[config.mk]
export PLATFORM = sky130hd
export DESIGN_NAME = mem_port_arbiter
export DESIGN_NICKNAME = d
export VERILOG_FILES = /design/src/rtl/mem_port_arbiter_pkg.sv /design/src/rtl/mem_port_arbiter_lane_align.sv /design/src/rtl/mem_port_arbiter.sv
export SDC_FILE = /design/constraint.sdc
export NUM_CORES = 1
export LEC_CHECK = 0
export ABC_AREA = 0
export CAP_MARGIN = 5
export CORE_AREA = 2 2 164 134
export CTS_CLUSTER_SIZE = 10
export DETAILED_ROUTE_END_ITERATION = 12
export DIE_AREA = 0 0 166 136
export GPL_TIMING_DRIVEN = 0
export PLACE_DENSITY = 0.71
export SKIP_CTS_REPAIR_TIMING = 1
export SYNTH_ARGS = -nofsm -noshare
export SYNTH_HDL_FRONTEND = slang
export SYNTH_SLANG_ARGS = --single-unit
[constraint.sdc]
create_clock -name clk -period 5.1 [get_ports clk]
set_input_delay 1.02 -clock clk [delete_from_list [all_inputs] [get_ports clk]]
set_output_delay 1.02 -clock clk [all_outputs]
set_load 0.02 [all_outputs]
[src/rtl/mem_port_arbiter_pkg.sv]
// Shared definitions for the unified memory port arbiter: load/store codes,
// FSM states, byte-enable constants and small decode helpers.
package mem_port_arbiter_pkg;

    typedef enum logic [2:0] {
        LDST_LB  = 3'b000,
        LDST_LH  = 3'b001,
        LDST_LW  = 3'b010,
        LDST_LBU = 3'b011,
        LDST_LHU = 3'b100,
        LDST_SB  = 3'b101,
        LDST_SH  = 3'b110,
        LDST_SW  = 3'b111
    } ldst_e;

    typedef enum logic [1:0] {
        S_IDLE,
        S_ISSUE,
        S_WAIT,
        S_DONE
    } state_e;

    localparam logic [3:0] WE_NONE = 4'b0000;
    localparam logic [3:0] WE_ALL  = 4'b1111;

    function automatic logic is_store(input ldst_e op);
        return op inside {LDST_SB, LDST_SH, LDST_SW};
    endfunction

    // Halves need a[0]=0, words need a=0.
    function automatic logic is_misaligned(input ldst_e op, input logic [1:0] a);
        if (op inside {LDST_LH, LDST_LHU, LDST_SH}) return a[0];
        if (op inside {LDST_LW, LDST_SW})           return a != 2'b00;
        return 1'b0;
    endfunction

endpackage

[src/rtl/mem_port_arbiter_lane_align.sv]
// Combinational byte-lane steering: store byte enables / replicated store data
// and sign/zero extension of load data, little-endian.
module mem_port_arbiter_lane_align
    import mem_port_arbiter_pkg::*;
(
    input  ldst_e       ldst,
    input  logic [1:0]  a,
    input  logic [31:0] wdata,
    input  logic [31:0] rdata,
    output logic [3:0]  we,
    output logic [31:0] wdata_al,
    output logic [31:0] rdata_ext
);

    logic [7:0]  lane_byte;
    logic [15:0] lane_half;

    always_comb begin
        // NOTE: every combinational output is given a default first so no path infers a latch.
        we        = WE_NONE;
        wdata_al  = wdata;
        rdata_ext = rdata;
        lane_byte = rdata[7:0];
        case (a)
            2'd1:    lane_byte = rdata[15:8];
            2'd2:    lane_byte = rdata[23:16];
            2'd3:    lane_byte = rdata[31:24];
            default: lane_byte = rdata[7:0];
        endcase
        lane_half = a[1] ? rdata[31:16] : rdata[15:0];

        case (ldst)
            LDST_LB:  rdata_ext = {{24{lane_byte[7]}}, lane_byte};
            LDST_LH:  rdata_ext = {{16{lane_half[15]}}, lane_half};
            LDST_LBU: rdata_ext = {24'd0, lane_byte};
            LDST_LHU: rdata_ext = {16'd0, lane_half};
            LDST_SB: begin
                we       = 4'b0001 << a;
                wdata_al = {4{wdata[7:0]}};
            end
            LDST_SH: begin
                we       = a[1] ? 4'b1100 : 4'b0011;
                wdata_al = {2{wdata[15:0]}};
            end
            LDST_SW:  we = WE_ALL;
            default:  rdata_ext = rdata;
        endcase
    end

endmodule

[src/rtl/mem_port_arbiter.sv]
// Arbitrates the single memory port between instruction fetch and data access.
// Optional build macro MEM_MISALIGN_TRAP_EN adds dm_misalign and suppresses misaligned accesses.
module mem_port_arbiter
    import mem_port_arbiter_pkg::*;
#(
    parameter int AW          = 32,
    parameter int DATA_STREAK = 4
) (
    input  logic          clk,
    input  logic          rst,
    input  logic          if_req,
    input  logic [AW-1:0] if_addr,
    output logic          if_done,
    output logic [31:0]   if_rdata,
    input  logic          dm_req,
    input  logic [AW-1:0] dm_addr,
    input  logic [2:0]    dm_ldst,
    input  logic [31:0]   dm_wdata,
    output logic          dm_done,
    output logic [31:0]   dm_rdata,
`ifdef MEM_MISALIGN_TRAP_EN
    output logic          dm_misalign,
`endif
    output logic          stall,
    output logic          mem_valid,
    input  logic          mem_ready,
    output logic [AW-1:0] mem_addr,
    output logic [3:0]    mem_we,
    output logic [31:0]   mem_wdata,
    input  logic          mem_rvalid,
    input  logic [31:0]   mem_rdata
);

    localparam int                  STREAK_W   = $clog2(DATA_STREAK + 1);
    localparam logic [STREAK_W-1:0] STREAK_MAX = STREAK_W'(DATA_STREAK);

    state_e              state;
    logic                owner_dm;
    ldst_e               ldst_q;
    logic [1:0]          a_q;
    logic [STREAK_W-1:0] streak;

    logic        grant_dm, grant_if, trap;
    ldst_e       sel_ldst;
    logic [1:0]  sel_a;
    logic [3:0]  al_we;
    logic [31:0] al_wdata, al_rdata;

    // Data wins ties unless IF has already waited out a full data streak.
    assign grant_dm = dm_req && !(if_req && streak == STREAK_MAX);
    assign grant_if = if_req && !grant_dm;

`ifdef MEM_MISALIGN_TRAP_EN
    assign trap = grant_dm && is_misaligned(ldst_e'(dm_ldst), dm_addr[1:0]);
`else
    assign trap = 1'b0;
`endif

    // Live request fields steer stores at grant time; latched fields extend load data.
    assign sel_ldst = (state == S_IDLE) ? ldst_e'(dm_ldst) : ldst_q;
    assign sel_a    = (state == S_IDLE) ? dm_addr[1:0] : a_q;

    mem_port_arbiter_lane_align u_lane_align (
        .ldst      (sel_ldst),
        .a         (sel_a),
        .wdata     (dm_wdata),
        .rdata     (mem_rdata),
        .we        (al_we),
        .wdata_al  (al_wdata),
        .rdata_ext (al_rdata)
    );

    always_ff @(posedge clk or posedge rst) begin
        // NOTE: all state, including the output registers, updates with <= and clears on async reset.
        if (rst) begin
            state     <= S_IDLE;
            owner_dm  <= 1'b0;
            ldst_q    <= LDST_LB;
            a_q       <= 2'b00;
            streak    <= '0;
            mem_valid <= 1'b0;
            mem_addr  <= '0;
            mem_we    <= WE_NONE;
            mem_wdata <= '0;
            stall     <= 1'b0;
            if_done   <= 1'b0;
            dm_done   <= 1'b0;
            if_rdata  <= '0;
            dm_rdata  <= '0;
`ifdef MEM_MISALIGN_TRAP_EN
            dm_misalign <= 1'b0;
`endif
        end else begin
            case (state)
                S_IDLE: begin
                    if (grant_dm)
                        streak <= if_req ? streak + 1'b1 : '0;
                    else
                        streak <= '0;

                    if (trap) begin
                        state   <= S_DONE;
                        dm_done <= 1'b1;
`ifdef MEM_MISALIGN_TRAP_EN
                        dm_misalign <= 1'b1;
`endif
                    end else if (grant_dm || grant_if) begin
                        state     <= S_ISSUE;
                        owner_dm  <= grant_dm;
                        ldst_q    <= ldst_e'(dm_ldst);
                        a_q       <= grant_dm ? dm_addr[1:0] : if_addr[1:0];
                        mem_valid <= 1'b1;
                        stall     <= 1'b1;
                        mem_addr  <= grant_dm ? {dm_addr[AW-1:2], 2'b00}
                                              : {if_addr[AW-1:2], 2'b00};
                        mem_we    <= grant_dm ? al_we : WE_NONE;
                        mem_wdata <= al_wdata;
                    end
                end
                S_ISSUE: begin
                    if (mem_ready) begin
                        mem_valid <= 1'b0;
                        mem_we    <= WE_NONE;
                        if (owner_dm && is_store(ldst_q)) begin
                            state   <= S_DONE;
                            stall   <= 1'b0;
                            dm_done <= 1'b1;
                        end else begin
                            state <= S_WAIT;
                        end
                    end
                end
                S_WAIT: begin
                    if (mem_rvalid) begin
                        state <= S_DONE;
                        stall <= 1'b0;
                        if (owner_dm) begin
                            dm_done  <= 1'b1;
                            dm_rdata <= al_rdata;
                        end else begin
                            if_done  <= 1'b1;
                            if_rdata <= mem_rdata;
                        end
                    end
                end
                S_DONE: begin
                    state   <= S_IDLE;
                    if_done <= 1'b0;
                    dm_done <= 1'b0;
`ifdef MEM_MISALIGN_TRAP_EN
                    dm_misalign <= 1'b0;
`endif
                end
            endcase
        end
    end

endmodule

## After elaboration in Yosys (flattened, before gate mapping)

Cells that the tools add are included.

| word-level totals | value |
|---|---|
| register bits | 147 |
| word-level logic and storage cells | 97 |

| operators by class | value |
|---|---|
| add/subtract/negate cells | 1 |
| equality and inequality tests | 22 |
| shift operators | 1 |
| muxes and demuxes | 36 |
| bitwise operators | 2 |
| reduce and logical (&&, ||, !) cells | 21 |

Operators with widths:

| kind | count |
|---|---|
| 32-bit one-hot mux with 4 select lines | 1 |
| 32-bit one-hot mux with 2 select lines | 1 |
| 32-bit 2-to-1 mux | 1 |
| 3-bit equality test (second input constant) | 8 |
| 8-bit one-hot mux with 3 select lines | 1 |
| 16-bit 2-to-1 mux | 1 |
| 4-bit 2-to-1 mux | 4 |
| 3-bit AND reduction | 5 |
| 1-bit 2-to-1 mux | 12 |
| 4-bit one-hot mux with 3 select lines | 1 |
| 2-bit 2-to-1 mux | 5 |
| 2-bit != test (second input constant) | 5 |
| 5-bit AND reduction | 2 |
| 3-bit 2-to-1 mux | 3 |
| 2-bit equality test (second input constant) | 4 |
| 2-bit one-hot mux with 4 select lines | 1 |
| 4-bit one-hot mux with 2 select lines | 1 |
| 1-bit one-hot mux with 3 select lines | 2 |
| 3-bit nonzero test | 2 |
| 2-bit by 1-bit equality test with 1-bit output (second input constant) | 2 |
| 1-bit logical AND | 4 |
| 1-bit one-hot mux with 2 select lines | 2 |
| 2-bit nonzero test | 2 |
| 1-bit by 2-bit << shifter with 4-bit output (first input constant) | 1 |
| other kinds (10) | 12 |

## Depth between registers and ports, before layout

| depth | value |
|---|---|
| depth after elaboration | 9 |
| mapped depth | 9 |

## Modules after synthesis

A second synthesis with hierarchy kept.

| second synthesis, totals | value |
|---|---|
| cell total of the unflattened synthesis | 620 |
| area, all modules | 7,368.3 µm² |

Modules (own cells, without submodules):

| module | times used | cells an instance | area an instance (µm²) |
|---|---|---|---|
| mem_port_arbiter | 1 | 428 | 6,087.1 |
| mem_port_arbiter_lane_align | 1 | 192 | 1,281.2 |

## Worst setup path after synthesis

Ideal clock, no wire load.

| timing | value |
|---|---|
| path type | input-to-reg |
| from | input dm_addr[1] |
| to | register dm_rdata[16] |
| library setup time | 0.121 ns |
| arrival | 2.155 ns |
| slack | 2.824 ns |
| stages | 6 |
| path buffers | 1 |
| cells stage by stage | mux2i_4 > mux2i_1 > mux2i_1 > a21oi_2 > buf_6 > a21oi_1 |

| on the way | value |
|---|---|
| longest elaborated chain between the ends | 4 |
| elaborated cells on any way between the ends | 7 |

RTL lines:

| item | line | text |
|---|---|---|
| start, declared | mem_port_arbiter.sv:16 | `input logic [AW-1:0] dm_addr,` |
| 2-bit 2-to-1 mux (*) | mem_port_arbiter.sv:61 | `assign sel_a = (state == S_IDLE) ? dm_addr[1:0] : a_q;` |
| 2-bit equality test / 2-bit by 1-bit equality test with 1-bit output (equally long branches) | mem_port_arbiter_lane_align.sv:24 | `case (a)` |
| 8-bit one-hot mux with 3 select lines | mem_port_arbiter_lane_align.sv:24 |  |
| 32-bit one-hot mux with 4 select lines (*) | mem_port_arbiter_lane_align.sv:32 | `case (ldst)` |
| end signal, assigned | mem_port_arbiter.sv:139 | `dm_rdata <= al_rdata;` |
| end, declared | mem_port_arbiter.sv:20 | `output logic [31:0] dm_rdata,` |

Mark *: on every way between the ends. The rest lies on a longest branch, timed or not.
A chain may end at the register's enable or synchronous reset.

## Worst setup path in the final report

| timing | value |
|---|---|
| from | input dm_ldst[0] |
| to | register dm_rdata[9] |

| on the way | value |
|---|---|
| longest elaborated chain between the ends | 3 |
| elaborated cells on any way between the ends | 6 |

RTL lines:

| item | line | text |
|---|---|---|
| start, declared | mem_port_arbiter.sv:17 | `input logic [2:0] dm_ldst,` |
| 3-bit 2-to-1 mux (*) | mem_port_arbiter.sv:60 | `assign sel_ldst = (state == S_IDLE) ? ldst_e'(dm_ldst) : ldst_q;` |
| 3-bit equality test, or another cell as far along | mem_port_arbiter_lane_align.sv:32 |  |
| 32-bit one-hot mux with 4 select lines (*) | mem_port_arbiter_lane_align.sv:32 |  |

Marked as above.

==> results.json <==
{
  "cp.required_ns": 5.37,
  "rsz0062_at_grt": "no",
  "viasPerCell": 5.011,
  "power_density_nw_per_um2": 688.2,
  "synth_edf_count": 0,
  "hold_viol_final": 0,
  "portBuffers": 270,
  "htreeDepth": 4,
  "cp_max_fo": 7,
  "async_reset_ff_share_pct": 100.0,
  "power.share.switching_pct": 42.49,
  "internal_power_mw": 4.207,
  "fin_skew_ns": 0.01184,
  "cp.arrival_ns": 3.10,
  "first_global_vias": 6497,
  "pwr-share-comb_pct": 55.2,
  "numCtsBuffers": 17,
  "initial_utilization_pct": 33.14,
  "synthCells": 729,
  "syn_to_final_growth_pct": 52.15,
  "clk-insertion-delay-late_ns": 0.42,
  "total_power_mw": 7.316,
  "syn-mean-instance-area_um2": 9.584,
  "numClockSinks": 145,
  "timing.fmax_mhz": 354.1,
  "power_leakage_nw": 4.545,
  "maxSlewHeadroom_pct": 40.47,
  "core_area_um2": 21080,
  "fin_cells": 1308,
  "grt_use_total_pct": 20.69,
  "dp_hpwl_um": 17510,
  "grt_pass1_wl_um": 36510,
  "root_buffer": "clkbuf_16",
  "clockBufferDepth": 2,
  "cp_top_family": "multiplexers",
  "finish.utilization_pct": 50.43,
  "synth_cell_types": 50,
  "wl_per_cell_um": 18.10,
  "yosysSeqAreaShare_pct": 51.93,
  "overflow": 0,
  "n_antenna_cell": 0,
  "p_clk_share_pct": 16.7,
  "placed_cells": 1276,
  "dr_total_vias": 6554,
  "cp-end-kind": "flip-flop",
  "drcViolationCount": 0,
  "antenna_found_initial": 0,
  "worstPathCellList": "clkdlybuf4s50_1 > nor2_1 > mux2_2 > o21ai_4 > mux2i_1 > a22oi_1",
  "whs_ns": 0.4728,
  "startpoint_type": "input port",
  "chipHeight_um": 136,
  "wirelength_um": 23670,
  "cpPeakStageDelay_ns": 0.63,
  "grt_max_degree": 75,
  "post-route-period-util_pct": 55.37,
  "fp.dieW_um": 166,
  "drive_gt1_share_pct": 9.681,
  "path_clk_slew_ns": 0.06,
  "final_nets": 1164,
  "tns_ns": 0,
  "worst_pin_slew_ns": 0.8930,
  "cpMaxStageDelayCell": "clkdlybuf4s50_1",
  "status": "finished, final reports clean",
  "syn-cell-area_um2": 6987,
  "first_pass_iters": 5,
  "p_seq_share_pct": 28.1,
  "drtIter0Drc": 482,
  "ys_ff_latch": 145,
  "hold_class": "reg -> reg",
  "ys_warn_count": 0,
  "nFillCells": 1945,
  "maxSlewViolCount": 0,
  "io_pins": 273,
  "finalWeightedCongestion": 0.8370,
  "row_count": 48,
  "ant_nets": 0,
  "dieArea_um2": 22580,
  "p_switching_mw": 3.109,
  "synthFlopType": "dfrtp_1",
  "crit_type": "in -> reg",
  "cts_tree": "built",
  "cap_violations": 0,
  "critPathBufInv": 1,
  "setup_violations": 0,
  "peakVddDrop_v": 0.0003369,
  "min_period_ns": 2.824
}
## layout make-up
class | instances | area, µm² | share of cell area [%]
repair buffers | 271 | 2730 | 25.68
clock inverters | 13 | 127.6 | 1.201
multi-input cells | 531 | 3115 | 29.31
inverters | 10 | 42.54 | 0.4002
flip-flops and latches | 145 | 3628 | 34.13
clock buffers | 19 | 432.9 | 4.073
plain buffers | 44 | 209.0 | 1.966
well taps | 275 | 344.1 | 3.237
## synthesized netlist by cell type, drive strengths merged, types with 7 or more instances
master,n,area (µm²)
mux2i,22,245.2
inv,10,37.54
nor2,83,314.1
mux4,7,168.9
ha,7,87.58
a221oi,8,70.07
a22oi,7,52.55
dfrtp,145,3628
clkbuf,22,83.83
nand2,188,705.7
o21ai,33,180.2
a21oi,56,284.0
mux2,36,409.1
a31oi,32,200.2
a22o,10,87.58
buf,22,125.1
## state kept, by name, summed over array words and instances (netlist names)
| register | cells |
|---|---|
| if_rdata | 32 |
| mem_valid | 1 |
| mem_addr | 30 |
| ldst_q | 3 |
| streak | 3 |
| a_q | 2 |
| state | 2 |
| dm_rdata | 32 |
| stall | 1 |
| owner_dm | 1 |
| dm_done | 1 |
| mem_wdata | 32 |
| mem_we | 4 |
| if_done | 1 |
## tightest hold or removal path, cell delays in order (launching register included)
cell and delay [ns]:
dfrtp_1 0.34, nand2_1 0.05, nand2_1 0.05
## layout by cell type (no fill, tap or decap), drive strengths merged, types with 7 or more instances in the layout
cell type        n
clkdlybuf4s50  270
nand2          188
dfrtp          145
nor2            83
a21oi           56
clkbuf          41
mux2            36
o21ai           33
a31oi           32
buf             23
mux2i           22
inv             15
a22o            10
a221oi           8
a22oi            7
ha               7
mux4             7
## metrics by stage
stage,instance area (µm²),setup WS [ns]
detailed placement,10070,1.873
finish,10630,2.276
floorplan,6990,0.1854
CTS,10630,2.324
global route,10630,2.199
global placement,10040,-2.136
## power by group through the flow
stage               Combinational [mW]  Clock, mW  Sequential, mW
global placement                  3.99          0            2.05
floorplan                         1.67          0            2.68
finish                            4.04       1.22            2.06
CTS                               4.07       1.24            2.06
global route                      4.34       1.28            2.13
detailed placement                4.05          0            2.07
## path summary, 6_finish.rpt
kind                       slack, ns       endpoint  depth (start not counted)          from
max                             2.28    dm_rdata[9]                          6    dm_ldst[0]
min                             0.47   mem_wdata[7]                          2  mem_wdata[7]
max reg2reg                     2.43   dm_rdata[20]                          9      state[0]
min reg2reg                     0.47   mem_wdata[7]                          2  mem_wdata[7]
max in group asynchronous       3.19  mem_wdata[22]                          3           rst
min in group asynchronous       1.09   if_rdata[22]                          2           rst
## routing by layer
metal	track usage [%]	part of all wire, %
met5	0	0
met4	6.377	1.9
met3	5.328	6.4
met2	33.26	47
met1	27.62	45
## cell families (layout without fill, tap and decap cells)
kind of cell,Yosys count,count (layout),share of synthesized area (%)
flip-flops,145,145,51.93
AO/OA/AOI/OAI,164,164,14.92
XOR/XNOR,1,1,0.1254
other,1,2,0.05367
multiplexers,65,65,11.78
buffers and inverters,54,357,3.528
AND/OR/NAND/NOR,292,292,16.40
adder cells (fa/ha/maj),7,7,1.254
(Power assumes the default switching activity.)
==> RTL edit 1, RTL diff (same settings) <==
Add a define of `MEM_MISALIGN_TRAP_EN`.
--- a/src/rtl/mem_port_arbiter.sv
+++ b/src/rtl/mem_port_arbiter.sv
@@ -1,4 +1,6 @@
 // Arbitrates the single memory port between instruction fetch and data access.
 // Optional build macro MEM_MISALIGN_TRAP_EN adds dm_misalign and suppresses misaligned accesses.
+`define MEM_MISALIGN_TRAP_EN
+
 module mem_port_arbiter
     import mem_port_arbiter_pkg::*;
Function (old outputs only; new: dm_misalign): changed (Yosys sat finds a counterexample within 4 cycles, from zero or initial values and one cycle with rst high).
==> RTL edit 1 against the unedited design <==
- setup slack got worse by 280 ps
- highest routed layer unchanged
- synthesized cell count decreased by 11%
- global-route usage decreased by 0.27 points
- clock skew decreased by 2.9 ps
- first-iteration DRC count decreased by 1.2%
- non-clock buffer count increased by 1
- cell count decreased by 6.3%
- power increased by 0.83%
- sequential cell count increased by 1
- final area increased by 1.5%
- wire length decreased by 1.2%
- area after synthesis increased by 2.3%
==> RTL edit 1: results (changes against the unedited design) <==
Status
  • Outcome: completed

Timing
  • Slew @ Worst Pin: 849 ps (-43.8 ps)
  • Setup Skew: 8.94 ps (-2.90 ps)
  • Setup TNS: 0 ps (unchanged)
  • Max-slew violation count: 0 (unchanged)

Clocking
  • Clock transition at path regs: 60 ps (about the same)
  • Clk root buf: clkbuf_16
  • Clock tree buffer depth: 2 (unchanged)
  • Clk_lat worst skew: 430 ps
  • Htree depth: 4 (unchanged)
  • Num CTS Buffers: 17 (unchanged)

Routing
  • Iter 0 DRT Violations: 476 (-1.2%)
  • WL per Instance: 19.1 um (+5.4%)
  • Via-to-Cell Ratio: 5.07 (+1.2%)
  • DRT met1 WL: 10,600 um (-0.53%)
  • Met3 WL: 1410 um (-6.9%)
  • First-pass detailed-route iteration total: 5 (unchanged)
  • DR WL met2: 10,800 um (-2.0%)
  • Highest routed layer: met4

Logic synthesis
  • Synth cell count leaders: 146 x dfrtp_1, 76 x nand2_1, 53 x mux2i_1, 49 x mux2_2, 49 x o21ai_1
  • Top post-synthesis cells by area: dfrtp_1 51%, mux2_2 7.7%, mux2i_1 7.4%
  • Warnings, synthesis: 0 (unchanged)
  • Count of cell types in the netlist: 56 (+12%)
  • Asr flop ratio synth: 100% (unchanged)
  • Seq/Total Area, Yosys: 51.1% (-0.80 points)
  • Mean Syn Cell Area: 11.0 sq um (+15%)
  • EDFF count, synth: 0 (unchanged)

Setup path
  • CP max FO: 10 (+3)
  • Worst Path Arrival: 3420 ps (+320 ps)

Cells and area
  • Final nets: 1,083 (-7.0%)
  • Top flop regs: dm_rdata: 32 flops, if_rdata: 32 flops, mem_wdata: 32 flops
  • Final Non-Filler Cells: 1,226 (-6.3%)
  • Number of fill cells: 1,888 (-2.9%)
  • Post-layout util: 51.2% (+0.78 points)
  • ANT cells: 0 (unchanged)
  • Layout cell share with drive strength beyond 1: 13.4% (+3.7 points)

Global route
  • Vias in the first global route: 6,135 (-5.6%)
  • Tot GR Track Use: 20.4% (-0.27 points)
  • First-pass GRT wire length: 35,700 um (-2.1%)
  • Antenna violations before repair: 0 (unchanged)
  • Largest net degree at the start of global routing: 84 (+12%)

Place
  • Placer Congestion: 0.876 (+4.7%)
  • Pre-CTS worst setup slack: 1590 ps (-283 ps)
  • Port bufs: 269 (-0.37%)
  • Hpwl dp: 17,500 um (-0.29%)
  • Placed Area: 0.0102 sq mm (+1.5%)

Worst hold path
  • Hold Crit Class: flop to flop

Power and ir drop
  • P_leak: 4.61 nW (+1.5%)
  • Worst VDD drop: 218 uV (-35%)
==> RTL edit 1: area by class of cell <==
type	count	share of cell area [%]
buffer	46	2.47
clock buffer	20	4.05
clock inverter	11	1.29
inverter	9	0.359
multi-input combinational	449	29.6
sequential	146	33.8
tap	275	3.19
timing repair buffer	270	25.2
==> RTL edit 1: critical path: stages <==
cell and delay (ps):
clkdlybuf4s50_1 550, mux2i_2 340, clkbuf_1 560, mux2_2 440
o22ai_1 260, nand2_1 110, o221a_2 140
==> RTL edit 1: path summary, 6_finish.rpt <==
| path | from | end | slack [ps] | depth (start not counted) |
|---|---|---|---|---|
| setup / recovery | dm_addr[1] | dm_rdata[5] | 1990 | 7 |
| hold / removal | mem_addr[16] | mem_addr[16] | 480 | 2 |
| setup reg to reg | state[0] | dm_rdata[5] | 2250 | 9 |
| hold reg to reg | mem_addr[16] | mem_addr[16] | 480 | 2 |
| max in group asynchronous | rst | streak[0] | 3170 | 3 |
| min in group asynchronous | rst | mem_addr[21] | 1060 | 2 |
==> RTL edit 1: cell families after synthesis <==
| family | after synthesis | synth area share [%] |
|---|---|---|
| compound gates | 176 | 16.0 |
| simple gates | 147 | 9.16 |
| flops | 146 | 51.1 |
| mux | 115 | 18.0 |
| buf+inv | 55 | 4.20 |
| fa+ha+maj | 7 | 1.23 |
| xor+xnor | 2 | 0.245 |
| other cells | 1 | 0.0525 |
==> RTL edit 1: layer usage <==
layer  global-route usage, %  vias up
met5                       0        -
met4                    6.81        0
met3                    5.33       35
met2                    31.8      229
met1                    27.9     3036
li1                        -     2915
==> RTL edit 1: report_power, final <==
group / switching, mW / leakage (nW) / internal (mW)
logic: 2.17 / 2.57 / 1.89
clock network: 0.489 / 0.279 / 0.762
registers: 0.323 / 1.76 / 1.74
==> RTL edit 2, RTL diff (config.mk and constraints unchanged) <==
Without the edit above. The 4 states of `state_e` get a one-hot encoding in 4 bits.
--- a/src/rtl/mem_port_arbiter_pkg.sv
+++ b/src/rtl/mem_port_arbiter_pkg.sv
@@ -14,9 +14,9 @@
     } ldst_e;
 
-    typedef enum logic [1:0] {
-        S_IDLE,
-        S_ISSUE,
-        S_WAIT,
-        S_DONE
+    typedef enum logic [3:0] {
+        S_IDLE  = 4'b0001,
+        S_ISSUE = 4'b0010,
+        S_WAIT  = 4'b0100,
+        S_DONE  = 4'b1000
     } state_e;
 
Check against the original RTL: no difference found for any inputs over 4 cycles, from zero or initial values and one cycle with rst high; so few cycles prove little.
==> RTL edit 2 against the unedited design <==
- wire length shrank 1.3%
- setup slack got worse by 790 ps
- area after synthesis decreased by 1.5%
- sequential cell count is 2 higher
- global-route usage fell by 0.21 points
- final area is 0.71% lower
- worst hold slack hardly changed
Power is not compared: it rests on default switching activity, and its combinational part moved more than twofold at a synthesized area within 25%.
==> RTL edit 2: results (changes against the unedited design) <==
Global route
  • First-pass GRT wire length: 36,100 um (-1.1%)
  • Largest net degree at the start of global routing: 76 (+1.3%)
  • Met2 usage: 32.7% (-0.53 points)
  • Vias in the first global route: 6,576 (+1.2%)
  • Met1 track demand over resource: 26.3% (-1.3 points)
  • Antenna violations before repair: 1 (+1)
  • Met3 usage: 7.02% (+1.7 points)
  • Tot GR Track Use: 20.5% (-0.21 points)

Routing
  • DR WL met2: 10,800 um (-2.3%)
  • Via-to-Cell Ratio: 5.08 (+1.3%)
  • First-pass detailed-route iteration total: 7 (+2)
  • DRT met1 WL: 10,100 um (-5.0%)
  • WL per Instance: 18.1 um (about the same)
  • Met3 WL: 1950 um (+29%)
  • Iter 0 DRT Violations: 406 (-16%)
  • Final WL: 23,400 um (-1.3%)

Logic synthesis
  • Multiplexer share of the synthesized area: 8.69% (-3.1 points)
  • Count of state elements after synthesis: 147 (+1.4%)
  • Seq/Total Area, Yosys: 53.5% (+1.5 points)
  • Compound-Gate Fraction of Synth Area: 17.4% (+2.4 points)
  • Synth Flop Type: dfrtp_1
  • Warnings, synthesis: 0 (unchanged)
  • Synth cell count leaders: 161 x nand2_1, 146 x dfrtp_1, 65 x nor2_1, 46 x a21oi_1, 37 x a31oi_1
  • Largest family of logic cells by synthesized area: compound AO/OA/AOI/OAI gates
  • Post-synthesis xor/xnor area fraction: 0.382% (+0.26 points)
  • Count of cell types in the netlist: 51 (+2.0%)
  • Top post-synthesis cells by area: dfrtp_1 53%, nand2_1 8.8%, mux2_2 5.2%
  • Post-Synth Adder-Cell Area: 0.364% (-0.89 points)

Setup path
  • Crit path largest cell delay: 760 ps (+130 ps)
  • Cell family with most CP delay: simple AND/OR/NAND/NOR gates
  • FF-to-FF Start: state[0]
  • FF-to-FF setup slack: 1480 ps (-950 ps)
  • Reg2Reg Depth: 8 (-1)
  • Slowest CP cell: mux2i_1
  • Worst Path Arrival: 3980 ps (+880 ps)
  • CP max FO: 10 (+3)
  • FF-to-FF End: dm_rdata[22]

Worst hold path
  • Min-delay src: mem_wdata[5]
  • Hold Path End: mem_wdata[5]

Clocking
  • Clock transition at path regs: 60 ps (about the same)
  • Num CTS Buffers: 17 (unchanged)

Cells and area
  • Layout cell share with drive strength beyond 1: 9.14% (-0.54 points)
  • Multi-input logic area: 0.00294 sq mm (-5.7%)
  • Clock buf count: 20 (+1)
  • Number of fill cells: 1,927 (-0.93%)
  • Register share of the cell area: 34.9% (+0.73 points)
  • Non-clock buffer count: 320 (+1.6%)
  • Area occupied by registers: 0.00368 sq mm (+1.4%)
  • Final nets: 1,143 (-1.8%)
  • Layout clock area frac: 5.58% (+0.31 points)
  • Multi-In Gates: 505 (-4.9%)
  • Inverters: 13 (+3)

Timing
  • WHS: 473 ps (+0.228 ps)
  • Relative slew margins: 42.2% (+1.7 points)
  • Setup Skew: 12.9 ps (+1.08 ps)

Place
  • Hpwl dp: 17,300 um (-1.2%)
  • Placed Area: 0.00997 sq mm (-1.0%)
  • Pre-CTS worst setup slack: 1400 ps (-475 ps)
  • Placer Congestion: 0.835 (-0.30%)

Status
  • Outcome: completed
==> RTL edit 2: cell count changes after synthesis, sizes merged, moves of 6 or more <==
cell / delta
a221oi: -8
a21o: +6
clkbuf: +14
nor2: -18
a21oi: -10
o221ai: +6
o22ai: +12
nand2: -27
mux4: -7
a221o: +17
buf: -9
==> RTL edit 2: how the worst max path moves through the flow <==
stage                          start           end  slack [ps]  depth (start not counted)
after floorplan                  rst        a_q[0]         130                          1
after global placement           rst  if_rdata[10]       -2180                          2
after detailed placement  dm_ldst[0]   dm_rdata[1]        1400                          7
after CTS                   state[0]  dm_rdata[18]        1540                          8
after global routing        state[0]  dm_rdata[17]        1320                          8
final                       state[0]  dm_rdata[22]        1480                          8
==> RTL edit 2: worst min-delay path, cell delays in order, from the launching register on <==
cell and delay (ps):
dfrtp_1 340, nand2_1 50, nand2_1 50
